`src/rtl/uart_pkg.sv`:
```
// Shared UART definitions: receiver state encoding and baud/oversample constants.
// Also used by the transmitter top so both ends agree on timing.
package uart_pkg;

  typedef enum logic [2:0] {
    IDLE,
    START,
    DATA,
    STOP,
    WAIT_HIGH
  } rx_state_t;

  localparam int BAUD_DIV_DEFAULT = 54;
  localparam int OVERSAMPLE       = 16;
  localparam int START_MID        = 7;
  localparam int BIT_END          = OVERSAMPLE - 1;

endpackage

```
`src/rtl/uart_rx_sync.sv`:
```
// Two-flop synchronizer for an asynchronous, idle-high input; resets to 1.
// Latency: 2 clocks; no backpressure.
module uart_rx_sync (
  input  logic clock,
  input  logic reset,
  input  logic async_in,
  output logic sync_out
);

  logic meta;

  always_ff @(posedge clock) begin
    if (reset) begin
      meta     <= 1'b1;
      sync_out <= 1'b1;
    end else begin
      meta     <= async_in;
      sync_out <= meta;
    end
  end

endmodule

```
`src/rtl/uart_rx.sv`:
```
// 8N1 UART receiver with 16x oversampling; Rx_valid/Frame_error pulse one clock after the stop sample.
// Latency: ~8211-8265 clocks from start edge at BAUD_DIV=54; no backpressure, strobes are not held.
module uart_rx
  import uart_pkg::*;
#(
  parameter int BAUD_DIV  = BAUD_DIV_DEFAULT,
  parameter int DATA_BITS = 8
) (
  input  logic                 clock,
  input  logic                 reset,
  input  logic                 Rx_in,
  output logic [DATA_BITS-1:0] Rx_data,
  output logic                 Rx_valid,
  output logic                 Frame_error,
  output logic                 Rx_busy
);

  localparam int BCW = $clog2(DATA_BITS);
  localparam logic [8:0]     TICK_LAST = 9'(BAUD_DIV - 1);
  localparam logic [BCW-1:0] BIT_LAST  = BCW'(DATA_BITS - 1);

  logic                 rx_s;
  logic [8:0]           tick_cnt;
  logic                 tick;
  rx_state_t            state, state_nxt;
  logic [3:0]           s_cnt, s_cnt_nxt;
  logic [BCW-1:0]       bit_cnt, bit_cnt_nxt;
  logic [DATA_BITS-1:0] shreg, shreg_nxt;
  logic [DATA_BITS-1:0] data_nxt;
  logic                 valid_nxt, ferr_nxt;

  uart_rx_sync u_sync (
    .clock    (clock),
    .reset    (reset),
    .async_in (Rx_in),
    .sync_out (rx_s)
  );

  // Free-running oversample tick, independent of frame activity.
  assign tick = (tick_cnt == TICK_LAST);

  always_ff @(posedge clock) begin
    if (reset) begin
      tick_cnt <= '0;
    end else begin
      tick_cnt <= tick ? '0 : tick_cnt + 9'd1;
    end
  end

  always_ff @(posedge clock) begin
    if (reset) begin
      state       <= IDLE;
      s_cnt       <= '0;
      bit_cnt     <= '0;
      shreg       <= '0;
      Rx_data     <= '0;
      Rx_valid    <= 1'b0;
      Frame_error <= 1'b0;
    end else begin
      state       <= state_nxt;
      s_cnt       <= s_cnt_nxt;
      bit_cnt     <= bit_cnt_nxt;
      shreg       <= shreg_nxt;
      Rx_data     <= data_nxt;
      Rx_valid    <= valid_nxt;
      Frame_error <= ferr_nxt;
    end
  end

  always_comb begin
    state_nxt   = state;
    s_cnt_nxt   = s_cnt;
    bit_cnt_nxt = bit_cnt;
    shreg_nxt   = shreg;
    data_nxt    = Rx_data;
    valid_nxt   = 1'b0;
    ferr_nxt    = 1'b0;
    if (tick) begin
      case (state)
        IDLE: begin
          if (!rx_s) begin
            state_nxt = START;
            s_cnt_nxt = '0;
          end
        end
        START: begin
          s_cnt_nxt = s_cnt + 4'd1;
          // Mid-start-bit check rejects short low glitches.
          if (s_cnt == 4'(START_MID)) begin
            if (!rx_s) begin
              state_nxt   = DATA;
              s_cnt_nxt   = '0;
              bit_cnt_nxt = '0;
            end else begin
              state_nxt = IDLE;
            end
          end
        end
        DATA: begin
          s_cnt_nxt = s_cnt + 4'd1;
          if (s_cnt == 4'(BIT_END)) begin
            shreg_nxt = {rx_s, shreg[DATA_BITS-1:1]};
            s_cnt_nxt = '0;
            if (bit_cnt == BIT_LAST) begin
              state_nxt = STOP;
            end else begin
              bit_cnt_nxt = bit_cnt + BCW'(1);
            end
          end
        end
        STOP: begin
          s_cnt_nxt = s_cnt + 4'd1;
          if (s_cnt == 4'(BIT_END)) begin
            if (rx_s) begin
              data_nxt  = shreg;
              valid_nxt = 1'b1;
              state_nxt = IDLE;
            end else begin
              ferr_nxt  = 1'b1;
              state_nxt = WAIT_HIGH;
            end
          end
        end
        WAIT_HIGH: begin
          // A held-low line (break) must not be re-read as a new start bit.
          if (rx_s) begin
            state_nxt = IDLE;
          end
        end
        default: state_nxt = IDLE;
      endcase
    end
  end

  assign Rx_busy = (state != IDLE);

endmodule
```
`config.mk`:
```
export PLATFORM = sky130hd
export DESIGN_NAME = uart_rx
export DESIGN_NICKNAME = d
export VERILOG_FILES = /design/src/rtl/uart_pkg.sv /design/src/rtl/uart_rx_sync.sv /design/src/rtl/uart_rx.sv
export SDC_FILE = /design/constraint.sdc
export NUM_CORES = 1
export LEC_CHECK = 0
export ABC_AREA = 1
export BUFFER_PORTS_ARGS = -buffer_cell sky130_fd_sc_hd__buf_4
export CAP_MARGIN = 10
export CORE_UTILIZATION = 55
export CTS_CLUSTER_DIAMETER = 120
export DETAILED_ROUTE_END_ITERATION = 7
export GPL_TIMING_DRIVEN = 0
export PLACE_DENSITY = 0.75
export SETUP_SLACK_MARGIN = 0.15
export SYNTH_ARGS = -nofsm -noshare
export SYNTH_HDL_FRONTEND = slang
export SYNTH_SLANG_ARGS = --single-unit
```
`constraint.sdc`:
```
create_clock -name clock -period 2.34 [get_ports clock]
set_input_delay 0.585 -clock clock [delete_from_list [all_inputs] [get_ports clock]]
set_output_delay 0.585 -clock clock [all_outputs]
set_load 0.01 [all_outputs]
```
After elaboration in Yosys (flattened, before gate mapping)
Cells that the tools add are included.
{"block": "totals", "regBits": 39, "inputBits": 3}
{"block": "classes", "reduce_logical": 11, "n_mux": 21, "bitwise_logic": 3, "eq_ne": 16, "add_sub_neg": 3}
{"cell": "two-way mux 3 bit", "count": 11}
{"cell": "two-way mux 4 bit", "count": 4}
{"cell": "case mux 4 bit (4 select lines)", "count": 1}
{"cell": "case mux 3 bit (5 select lines)", "count": 1}
{"cell": "!= test 2 bit, second input constant", "count": 7}
{"cell": "adder 9 x 1 -> 9 bit, second input constant", "count": 1}
{"cell": "== test 9 x 6 -> 1 bit, second input constant", "count": 1}
{"cell": "AND reduction 7 bit", "count": 1}
{"cell": "== test 3 x 2 -> 1 bit, second input constant", "count": 2}
{"cell": "== test 3 bit, second input constant", "count": 2}
{"cell": "case mux 3 bit (2 select lines)", "count": 1}
{"cell": "AND reduction 3 bit", "count": 2}
{"cell": "AND reduction 6 bit", "count": 1}
{"cell": "adder 4 x 1 -> 4 bit, second input constant", "count": 1}
{"cell": "== test 4 x 3 -> 1 bit, second input constant", "count": 1}
{"cell": "== test 4 bit, second input constant", "count": 1}
{"cell": "AND reduction 4 bit", "count": 1}
{"cell": "nonzero test 4 bit", "count": 1}
{"cell": "OR reduction 4 bit", "count": 1}
{"cell": "adder 3 x 1 -> 3 bit, second input constant", "count": 1}
{"cell": "== test 3 x 1 -> 1 bit, second input constant", "count": 1}
{"cell": "logical NOT 3 bit", "count": 1}
{"cell": "NOT 1 bit", "count": 3}
{"cell": "nonzero test 3 bit", "count": 1}
{"cell": "5 further kinds", "count": 6}

Depth between registers and ports, before layout
Gate-level depths: netlist of run 1.
{"block": "depth", "ltp_word": 4, "ltp_mapped": 11}

By module
Synthesis of run 1 repeated with hierarchy kept, for this count alone.
{"block": "unflattened", "hier_cells": 260, "hier_area_um2": 1873.0}
{"module": "uart_rx", "cells_each": 253, "instances": 1, "area_each_um2": 1814.2}
{"module": "uart_rx_sync", "cells_each": 7, "instances": 1, "area_each_um2": 58.8}

Worst setup path after synthesis of run 1
OpenSTA, ideal clock, no wires.
{"block": "synth_timing", "path_kind": "reg-to-reg", "from": "register s_cnt[0]", "to": "register bit_cnt[0]", "required_ns": 2.208, "n_path_buf": 0, "setup_slack_ns": 0.921, "arrival_time_ns": 1.288, "setup_time_ns": 0.132, "stages_incl_launch_ff": 9, "path_cell_list": "dfxtp_1 ha_1 nand3_2 nand3_1 nand2_1 nor2_1 nand2_1 nand2_1 a21oi_1"}
{"block": "synth_between", "elab_chain_len": 3, "elab_cells_between_ends": 5, "classes_between": "4 x eq/ne; 1 x reduce/logical"}
{"element": "start: declaration", "line": "uart_rx.sv:26", "rtl": "logic [3:0] s_cnt, s_cnt_nxt;"}
{"element": "start signal: assignment", "line": "uart_rx.sv:61", "rtl": "s_cnt <= s_cnt_nxt;"}
{"element": "== test 4 bit / == test 4 x 3 -> 1 bit (equally long branches)", "line": "uart_rx.sv:101, uart_rx.sv:89"}
{"element": "!= test 2 bit (no source line)"}
{"element": "AND reduction 6 bit (no source line) *"}
{"element": "end signal: assignment", "line": "uart_rx.sv:62", "rtl": "bit_cnt <= bit_cnt_nxt;"}
{"element": "end: declaration", "line": "uart_rx.sv:27", "rtl": "logic [BCW-1:0] bit_cnt, bit_cnt_nxt;"}
Mark *: on every way between the ends. The rest lies on a longest branch, timed or not.
A chain may end at the register's enable or synchronous reset.

Final worst setup path of run 1
{"block": "layout_timing", "from": "register state[1]", "to": "output port Rx_busy"}
{"block": "layout_between", "elab_chain_len": 1}
{"element": "start: declaration", "line": "uart_rx.sv:25", "rtl": "rx_state_t state, state_nxt;"}
{"element": "start signal: assignment", "line": "uart_rx.sv:60", "rtl": "state <= state_nxt;"}
{"element": "nonzero test 3 bit", "line": "uart_rx.sv:135", "rtl": "assign Rx_busy = (state != IDLE);"}
{"element": "end: declaration", "line": "uart_rx.sv:15", "rtl": "output logic Rx_busy"}
No other way between the ends.

==> metrics.md, run 1 <==
| Metric | Value |
|---|---|
| Vias in the first global route | 1306 |
| Maximum vdd ir drop | 0.419 mV |
| Area Growth Syn to Fin | 12.4% |
| Die area | 3540 um^2 |
| MaxCap Viol Count | 0 |
| Worst Skew | 0.00232 ns |
| Post-Syn Area | 1820 um^2 |
| Leak | 0.990 nW |
| Setup Buffers After CTS | 0 |
| HPWL after DPL | 2.38 mm |
| H-tree lvl count | 2 |
| Clock Sinks | 39 |
| CP Max Fanout | 10 |
| Arr. time, crit path | 1.27 ns |
| Total number of vias | 1580 |
| Final Critical Period | 1.85 ns |
| Required @ worst endpoint | 1.75 ns |
| WL per Instance | 10.3 um |
| Largest net degree at the start of global routing | 13 |
| CTS root buf | clkbuf_4 |
| Worst hold path class | primary input to flip-flop |
| Row count | 20 |
| Antenna diodes | 0 |
| GR Util All Layers | 21.7% |
| Sequential share of the synthesized area | 43.0% |
| Fin. Hold Viols | 0 |
| Placer Congestion | 0.851 |
| CTS Buffer Depth | 2 |
| Grt ovf | 0 |
| Finished Core Util | 65.8% |
| CTS tree | yes |
| Dominant synthesized flop cell | dfxtp_1 |
| Outcome | finished, final reports clean |
| # DRC | 0 |
| Commonest non-fill, non-tap cell in the layout | nor2_1 |
| Final ANT Viol Nets | 0 |
| Die width | 59.5 um |
| Peak Freq | 540 MHz |
| Routed wire length | 3.32 mm |
| Detailed router's first-iteration violation count | 91 |
| PostCTS Resize Cnt | 0 |
| Fin nets | 286 |
| Fin crit share | 79.1% |
| Layout Cells excl Fill | 323 |
| Power Dens Cells | 542 nW/um^2 |
| Ratio of cells with drive above 1 in the final layout | 15.1% |
| Critical path capture point type | output pin |
| Later-pin clock latency in the skew report | 0.34 ns |
| Asr flop ratio synth | 0% |
| CP delay by family, top | buffers and inverters |
| Placed Cells | 315 |
| Bufs and invs on worst path | 2 |
| Unrepaired setup endpoints after global routing | false |
| Inserted Clock Buffers | 5 |
| Relative slew slack | 69.4% |
| Top-level port count | 14 |
| Post-Synthesis Net Count | 266 |
| Hold buffers post-CTS | 0 |
| Final instance area | 2040 um^2 |
| Drt via density | 4.89 |
| Syn Area/Cell | 7.04 um^2 |
| Number of synthesized flops with an enable pin | 0 |
| Die H | 59.5 um |
| Setup tns final | 0 ns |
| Initial antenna violation count | 0 |
| Critical path type | flip-flop to output pin |
| Crit-path cells | buf_2, nor2_2, nand2_1, buf_4 |
| Max-slew violations | 0 |
| Critical-path top delay cell | dfxtp_1 |
| CORE AREA | 3100 um^2 |
| First-pass GRT wire length | 5.66 mm |
| Port buffer count | 13 |
| Synth unique cells | 27 |
| Worst slew pin tran | 0.459 ns |
| Post-DP Area | 1970 um^2 |
| Final-report setup violation count | 0 |
| Setup crit start kind | flip-flop |
| Worst-path clk slew | 0.12 ns |
| Register bit count reported by yosys | 39 |
| DRT Pass-1 Iters | 6 |
| Most frequent cells in the layout | nor2_1 (55), nand2_1 (54), dfxtp_1 (39) |
| Max stage delay on crit path | 0.31 ns |
| Synth warnings | 0 |
| Starting Density | 58.5% |
| Syn Inst Count | 258 |
per-layer routing:
layer | up-vias | track usage, % | share of wire [%]
li1 | 845 | - | -
met5 | - | 0 | 0
met2 | 23 | 31.3 | 44
met1 | 707 | 29.9 | 52
met4 | 0 | 9.86 | 1.3
met3 | 5 | 5.90 | 3.3
synth_stat cells, types with 2 or more instances:
master	n	area, um^2
nand3_1	19	95.1
nor2_1	55	206
ha_1	5	62.6
nor3_1	4	20.0
inv_2	3	11.3
dfxtp_1	39	781
nand2_2	2	12.5
nand3b_1	2	15.0
clkbuf_1	2	7.51
or2_2	3	18.8
inv_1	27	101
nor2_2	4	25.0
nand2_1	54	203
buf_2	3	15.0
o21ai_0	11	55.1
a21oi_1	14	70.1
path summary, 6_finish.rpt:
check | start | endpoint | slack, ns | cells after the start
hold reg to reg | u_sync.meta | u_sync.sync_out | 0.42 | 1
setup reg to reg | s_cnt[0] | bit_cnt[0] | 0.63 | 8
hold / removal | Rx_in | u_sync.meta | 0.42 | 2
setup / recovery | state[1] | Rx_busy | 0.49 | 4
cells by family after synthesis:
| kind of cell | synth area share (%) |
|---|---|
| AND/OR/NAND/NOR | 37.7 |
| flip-flops | 43.0 |
| buffers and inverters | 8.06 |
| AO/OA/AOI/OAI | 7.30 |
| adder cells (fa/ha/maj) | 3.44 |
| XOR/XNOR | 0.482 |
stage by stage:
step                      worst slack (ns)  total power, mW  hold WS, ns
after floorplan                      0.921            0.713        0.389
after global placement               0.692            0.722        0.395
after detailed placement             0.650            0.723        0.394
after CTS                            0.491             1.12        0.406
after global routing                 0.397             1.16        0.400
final                                0.489             1.11        0.417
final cells by class:
cell class	instances	area [um^2]
Fill cell	308	1060
Clock buffer	7	65.1
Inverter	30	113
Multi-Input combinational cell	183	890
Clock inverter	1	7.51
Timing Repair Buffer	13	97.6
Buffer	6	33.8
Sequential cell	39	781
Tap cell	44	55.1
where the power goes:
| part | internal, mW | switching, mW | total, mW |
|---|---|---|---|
| clock | 0.176 | 0.224 | 0.400 |
| combinational | 0.0121 | 0.0205 | 0.0326 |
| sequential | 0.670 | 0.00527 | 0.675 |
registers in the layout, indices dropped and copies added, names as in the netlist:
name	flops
Frame_error	1
shreg	8
u_sync.sync_out	1
Rx_valid	1
state	3
tick_cnt	9
Rx_data	8
s_cnt	4
u_sync.meta	1
bit_cnt	3
No activity file was read; power rests on OpenSTA's default activity.
==> inputs of run 2 (changes only) <==
--- a/config.mk
+++ b/config.mk
@@ -8,11 +8,11 @@
 export ABC_AREA = 1
 export BUFFER_PORTS_ARGS = -buffer_cell sky130_fd_sc_hd__buf_4
 export CAP_MARGIN = 10
-export CORE_UTILIZATION = 55
+export CORE_UTILIZATION = 53
 export CTS_CLUSTER_DIAMETER = 120
 export DETAILED_ROUTE_END_ITERATION = 7
 export GPL_TIMING_DRIVEN = 0
-export PLACE_DENSITY = 0.75
+export PLACE_DENSITY = 0.76
 export SETUP_SLACK_MARGIN = 0.15
 export SYNTH_ARGS = -nofsm -noshare
 export SYNTH_HDL_FRONTEND = slang
==> constraint.sdc (replaced) <==
create_clock -name clock -period 1.7 [get_ports clock]
set_input_delay 0.425 -clock clock [delete_from_list [all_inputs] [get_ports clock]]
set_output_delay 0.425 -clock clock [all_outputs]
set_load 0.01 [all_outputs]
==> metrics.md, run 2 (same netlist as run 1, synthesis figures left out) <==
| Metric | Value |
|---|---|
| Ratio of cells with drive above 1 in the final layout | 25.2% (was 15.1%) |
| Area of the multi-input gates | 975 um^2 (was 890 um^2) |
| Hold buffers post-CTS | 0 (unchanged) |
| Arr. time, crit path | 1.08 ns (was 1.27 ns) |
| Outcome | finished, final reports clean (unchanged) |
| CP Max Fanout | 6 (was 10) |
| CTS tree | yes (unchanged) |
| Setup tns final | 0 ns (unchanged) |
| Power Dens Cells | 720 nW/um^2 (was 542 nW/um^2) |
| Largest net degree at the start of global routing | 14 (was 13) |
| Starting Density | 57.6% (was 58.5%) |
| Total number of vias | 1660 (was 1580) |
| Comb power frac | 3.7% (was 2.9%) |
| GR Util All Layers | 21.9% (was 21.7%) |
| Max-slew violations | 0 (unchanged) |
| Critical path capture point type | output pin (unchanged) |
| Crit-path cells | buf_6, nor2_4, nand2_2, buf_6 (was buf_2, nor2_2, nand2_1, buf_4) |
| Layout Cells excl Fill | 334 (was 323) |
| Leak | 1.06 nW (was 0.990 nW) |
| Worst slew pin tran | 0.448 ns (was 0.459 ns) |
| Largest regs | tick_cnt x9, Rx_data x8, shreg x8 (unchanged) |
| Peak Freq | 666 MHz |
| Critical path type | flip-flop to output pin (unchanged) |
| # DRC | 0 (unchanged) |
| DRT Pass-1 Iters | 4 (was 6) |
| Final Critical Period | 1.50 ns |
| HPWL after DPL | 2.29 mm (was 2.38 mm) |
| Worst min-delay path startpoint | Rx_in (unchanged) |
| Sw power | 0.366 mW (was 0.250 mW) |
| MaxCap Viol Count | 0 (unchanged) |
| Flip-flop and latch area | 788 um^2 (was 781 um^2) |
| Inserted Clock Buffers | 5 (unchanged) |
| Area Growth Syn to Fin | 24.1% (was 12.4%) |
| Routed wire length | 3.68 mm (was 3.32 mm) |
| Crit Reg-Reg Startpoint | state[1] (was s_cnt[0]) |
| Most frequent cells in the layout | nand2_1 (50), nor2_1 (50), dfxtp_1 (33) (was nor2_1 (55), nand2_1 (54), dfxtp_1 (39)) |
| Post-DP Area | 1970 um^2 (unchanged) |
| Max reg flops | 9 (unchanged) |
| H-tree lvl count | 2 (unchanged) |
| Fin nets | 297 (was 286) |
| CORE AREA | 3150 um^2 (was 3100 um^2) |
| Final setup margin | 0.199 ns (was 0.489 ns) |
| Die H | 60.5 um (was 59.5 um) |
| Fin. Hold Viols | 0 (unchanged) |
| Relative slew slack | 70.1% (was 69.4%) |
| Final ANT Viol Nets | 0 (unchanged) |
| Later-pin clock latency in the skew report | 0.35 ns (was 0.34 ns) |
| WL per Instance | 11.0 um (was 10.3 um) |
| Clock Sinks | 39 (unchanged) |
| Final instance area | 2250 um^2 (was 2040 um^2) |
| Critical-path top delay cell | dfxtp_2 (was dfxtp_1) |
| Max stage delay on crit path | 0.34 ns (was 0.31 ns) |
| Setup crit start kind | flip-flop (unchanged) |
| Vias in the first global route | 1426 (was 1306) |
| FILL cells | 275 (was 308) |
| CTS Buffer Depth | 2 (unchanged) |
| Unrepaired setup endpoints after global routing | true (was false) |
| CP delay by family, top | flip-flops (was buffers and inverters) |
| Row count | 20 (unchanged) |
| Maximum vdd ir drop | 0.491 mV (was 0.419 mV) |
| Initial antenna violation count | 0 (unchanged) |
| Dpl ws | 0.0430 ns (was 0.650 ns) |
| Bufs and invs on worst path | 2 (unchanged) |
| Final-report setup violation count | 0 (unchanged) |
| CP dominant cell by count | buf_6 |
| Placer Congestion | 0.808 (was 0.851) |
| Die width | 60.5 um (was 59.5 um) |
| Sequential share of power | 57.3% (was 60.9%) |
| Grt ovf | 0 (unchanged) |
| Finished Core Util | 71.5% (was 65.8%) |
| Fin crit share | 88.3% |
| First-pass GRT wire length | 5.96 mm (was 5.66 mm) |
| Required @ worst endpoint | 1.27 ns (was 1.75 ns) |
| CTS root buf | clkbuf_4 (unchanged) |
| Placed Cells | 315 (unchanged) |
| Worst-path clk slew | 0.13 ns (was 0.12 ns) |
| Worst setup startpoint | state[1] (unchanged) |
| Detailed router's first-iteration violation count | 151 (was 91) |
| Largest register by flop count | tick_cnt (unchanged) |
| Internal power | 1.26 mW (was 0.857 mW) |
| Switching share of power | 22.5% (was 22.6%) |
| Antenna diodes | 0 (unchanged) |
| Worst hold path class | primary input to flip-flop (unchanged) |
| Top-level port count | 14 (unchanged) |
| Port buffer count | 13 (unchanged) |
| Drt via density | 4.97 (was 4.89) |
| Die area | 3670 um^2 (was 3540 um^2) |
| Clock power frac | 39.0% (was 36.1%) |
| Worst Skew | 0.0114 ns (was 0.00232 ns) |
## run 2: changes by cell type in the layout (fill, tap and decap cells not counted), sizes merged
cell,change
buf,+11
clkinv,+2
clkinvlp,-1
bufinv,+1
clkbuf,-2
## run 2: worst paths after layout
kind	endpoint	slack, ns	depth (start not counted)
worst max register to register	s_cnt[2]	0.25	9
worst min-delay path	u_sync.meta	0.26	2
worst max-delay path	Rx_busy	0.20	4
worst min register to register	u_sync.sync_out	0.42	1
## run 2: what timing repair did
item                                   in CTS  in global routing
endpoints found under the hold margin       0                  0
gates cloned                                0                  1
setup endpoints to repair                  20                 28
gates resized for setup                     8                 27
pin swaps                                   1                  6
buffers inserted                            2                  8
## run 2: routing by layer
| layer | track usage, % | vias up | wire length (um) |
|---|---|---|---|
| li1 | - | 876 | - |
| met4 | 8.77 | 0 | 29 |
| met1 | 27.6 | 741 | 1740 |
| met2 | 35.5 | 39 | 1760 |
| met3 | 5.97 | 4 | 155 |
| met5 | 0 | - | 0 |
## run 2: final cells by class
type                            count  share of cell area, %
Clock buffer                        5                   1.66
Multi-Input combinational cell    183                   43.2
Clock inverter                      3                   1.94
Inverter                           30                   5.11
Buffer                              6                   2.05
Timing Repair Buffer               24                   8.60
Sequential cell                    39                   35.0
Tap cell                           44                   2.44
## run 2: power groups by stage
stage	registers [mW]	logic, mW	clock network, mW
global placement	0.949	0.0436	0
floorplan	0.948	0.0332	0
detailed placement	0.950	0.0454	0
global route	0.932	0.0683	0.685
CTS	0.930	0.0469	0.647
finish	0.931	0.0599	0.632
## run 2: through the flow
step	hold slack (ns)	total power, mW
global placement	0.395	0.993
CTS	0.242	1.62
global route	0.246	1.69
floorplan	0.389	0.981
finish	0.256	1.62
detailed placement	0.395	0.995
==> inputs of run 3 (changes only) <==
--- a/config.mk
+++ b/config.mk
@@ -8,11 +8,13 @@
 export ABC_AREA = 1
 export BUFFER_PORTS_ARGS = -buffer_cell sky130_fd_sc_hd__buf_4
 export CAP_MARGIN = 10
+export CORE_MARGIN = 3
 export CORE_UTILIZATION = 53
 export CTS_CLUSTER_DIAMETER = 120
 export DETAILED_ROUTE_END_ITERATION = 7
 export GPL_TIMING_DRIVEN = 0
 export PLACE_DENSITY = 0.76
+export RECOVER_POWER = 100
 export SETUP_SLACK_MARGIN = 0.15
 export SYNTH_ARGS = -nofsm -noshare
 export SYNTH_HDL_FRONTEND = slang
==> metrics.md, run 3 (same netlist as run 1, synthesis figures left out) <==
| Metric | Value |
|---|---|
| FILL cells | 288 (was 275) |
| Initial antenna violation count | 0 (unchanged) |
| Vias in the first global route | 1514 (was 1426) |
| Area Growth Syn to Fin | 21.6% (was 24.1%) |
| Setup tns final | 0 ns (unchanged) |
| Inserted Clock Buffers | 5 (unchanged) |
| Largest register by flop count | tick_cnt (unchanged) |
| CP Max Fanout | 5 (was 6) |
| Leak | 1.02 nW (was 1.06 nW) |
| MaxCap Viol Count | 0 (unchanged) |
| CORE AREA | 3150 um^2 (unchanged) |
| Worst Hold Path EP | u_sync.meta (unchanged) |
| CTS root buf | clkbuf_4 (unchanged) |
| Later-pin clock latency in the skew report | 0.36 ns (was 0.35 ns) |
| Grt ovf | 0 (unchanged) |
| Die width | 64.5 um (was 60.5 um) |
| Required @ worst endpoint | 1.27 ns (about the same) |
| Placer Congestion | 0.838 (was 0.808) |
| Max reg flops | 9 (unchanged) |
| Post-DP Area | 1970 um^2 (unchanged) |
| Worst Skew | 0.0146 ns (was 0.0114 ns) |
| Largest regs | tick_cnt x9, Rx_data x8, shreg x8 (unchanged) |
| Max-slew violations | 0 (unchanged) |
| Critical path capture point type | output pin (unchanged) |
| Drt via density | 4.91 (was 4.97) |
| Ratio of cells with drive above 1 in the final layout | 19.5% (was 25.2%) |
| Antenna diodes | 0 (unchanged) |
| Fin crit share | 90.9% (was 88.3%) |
| CTS Buffer Depth | 2 (unchanged) |
| Critical path type | flip-flop to output pin (unchanged) |
| Final-report setup violation count | 0 (unchanged) |
| Hold path cells | 2 (unchanged) |
| Routed wire length | 3.61 mm (was 3.68 mm) |
| Area of the multi-input gates | 987 um^2 (was 975 um^2) |
| Row count | 20 (unchanged) |
| Top-level port count | 14 (unchanged) |
| Die H | 64.5 um (was 60.5 um) |
| H-tree lvl count | 2 (unchanged) |
| Starting Density | 57.6% (unchanged) |
| Reg-to-reg critical path endpoint | state[0] (was s_cnt[2]) |
| CTS tree | yes (unchanged) |
| Fin. Hold Viols | 0 (unchanged) |
| Power Dens Cells | 797 nW/um^2 (was 720 nW/um^2) |
| Final Critical Period | 1.55 ns (was 1.50 ns) |
| First-pass GRT wire length | 6.13 mm (was 5.96 mm) |
| Clock Sinks | 39 (unchanged) |
| Worst-path clk slew | 0.12 ns (was 0.13 ns) |
| Flip-flop and latch area | 788 um^2 (unchanged) |
| Setup crit start kind | flip-flop (unchanged) |
| Crit Reg-Reg Startpoint | tick_cnt[1] (was state[1]) |
| FF-to-FF setup slack | 0.18 ns (was 0.25 ns) |
| Length in cells of the worst reg-to-reg path | 10 (was 9) |
| Final ANT Viol Nets | 0 (unchanged) |
| Worst hold path class | primary input to flip-flop (unchanged) |
| Maximum vdd ir drop | 0.527 mV (was 0.491 mV) |
| Die area | 4170 um^2 (was 3670 um^2) |
| Largest net degree at the start of global routing | 13 (was 14) |
| DRT Pass-1 Iters | 4 (unchanged) |
| Port buffer count | 13 (unchanged) |
| Most frequent cells in the layout | nand2_1 (50), nor2_1 (49), dfxtp_1 (35) (was nand2_1 (50), nor2_1 (50), dfxtp_1 (33)) |
| Detailed router's first-iteration violation count | 133 (was 151) |
| Commonest non-fill, non-tap cell in the layout | nand2_1 |
| Fin nets | 294 (was 297) |
| # DRC | 0 (unchanged) |
| Peak Freq | 647 MHz (was 666 MHz) |
| Final instance area | 2210 um^2 (was 2250 um^2) |
| HPWL after DPL | 2.32 mm (was 2.29 mm) |
| Relative slew slack | 69.9% (was 70.1%) |
| Total number of vias | 1626 (was 1660) |
| Arr. time, crit path | 1.12 ns (was 1.08 ns) |
| Worst slew pin tran | 0.452 ns (was 0.448 ns) |
| GR Util All Layers | 18.8% (was 21.9%) |
| WL per Instance | 10.9 um (was 11.0 um) |
| Worst min-delay path startpoint | Rx_in (unchanged) |
| Unrepaired setup endpoints after global routing | true (unchanged) |
| Outcome | finished, final reports clean (unchanged) |
run 3: cell count changes in the layout (fill, tap and decap cells not counted), moves of 3 or more:
cell	change
buf_4	-14
clkbuf_1	+12
o21ai_0	-6
o21ai_1	+6
buf_6	-3
clkbuf_2	+3
dfxtp_2	-3
run 3: critical path, cell delays in order, from the launching register on:
cell      delay [ns]
dfxtp_1         0.32
clkbuf_2        0.15
nor2_4          0.12
nand2_2         0.07
buf_6           0.11
run 3: layout make-up:
class,instances,area share (%)
Sequential cell,39,35.7
Timing Repair Buffer,21,5.89
Clock buffer,6,1.87
Tap cell,44,2.49
Buffer,6,1.36
Clock inverter,2,2.72
Multi-Input combinational cell,183,44.7
Inverter,30,5.32
run 3: per-stage QoR:
step	total power, mW	utilization, %	std cells	hold WS [ns]	setup WS [ns]
after floorplan	0.981	-	258	0.389	0.281
after global placement	0.993	62.5	315	0.393	0.0391
after detailed placement	0.995	62.5	315	0.395	0.0214
after CTS	1.76	67.9	325	0.238	0.147
after global routing	1.82	70.1	331	0.244	0.0763
final	1.76	70.1	331	0.251	0.154
run 3: per-layer routing:
layer	track usage, %	part of all wire, %	vias up
met4	7.92	1.6	0
met5	0	0	-
li1	-	-	867
met3	5.20	4.3	5
met1	22.3	48	721
met2	31.7	46	33
run 3: how the worst max path moves through the flow:
| stage | end | depth (start not counted) | slack, ns | from |
|---|---|---|---|---|
| after floorplan | bit_cnt[0] | 8 | 0.28 | s_cnt[0] |
| after global placement | bit_cnt[1] | 8 | 0.04 | s_cnt[0] |
| after detailed placement | bit_cnt[1] | 8 | 0.02 | s_cnt[0] |
| after CTS | Rx_busy | 4 | 0.15 | state[1] |
| after global routing | shreg[5] | 10 | 0.08 | tick_cnt[1] |
| final | Rx_busy | 4 | 0.15 | state[1] |
run 3: report_power, final:
part           total, mW  leakage [nW]  switching (mW)  internal [mW]
clock network      0.780        0.0525           0.321          0.459
logic             0.0525         0.650          0.0325         0.0200
registers          0.930         0.317         0.00844          0.921
run 3: timing repair:
action | CTS | global route
setup endpoints to repair | 18 | 28
setup buffers | 2 | 5
gates cloned | 0 | 1
endpoints found under the hold margin | 0 | 0
hold buffers | 0 | 0
gates resized for setup | 13 | 35
pin swaps | 1 | 8
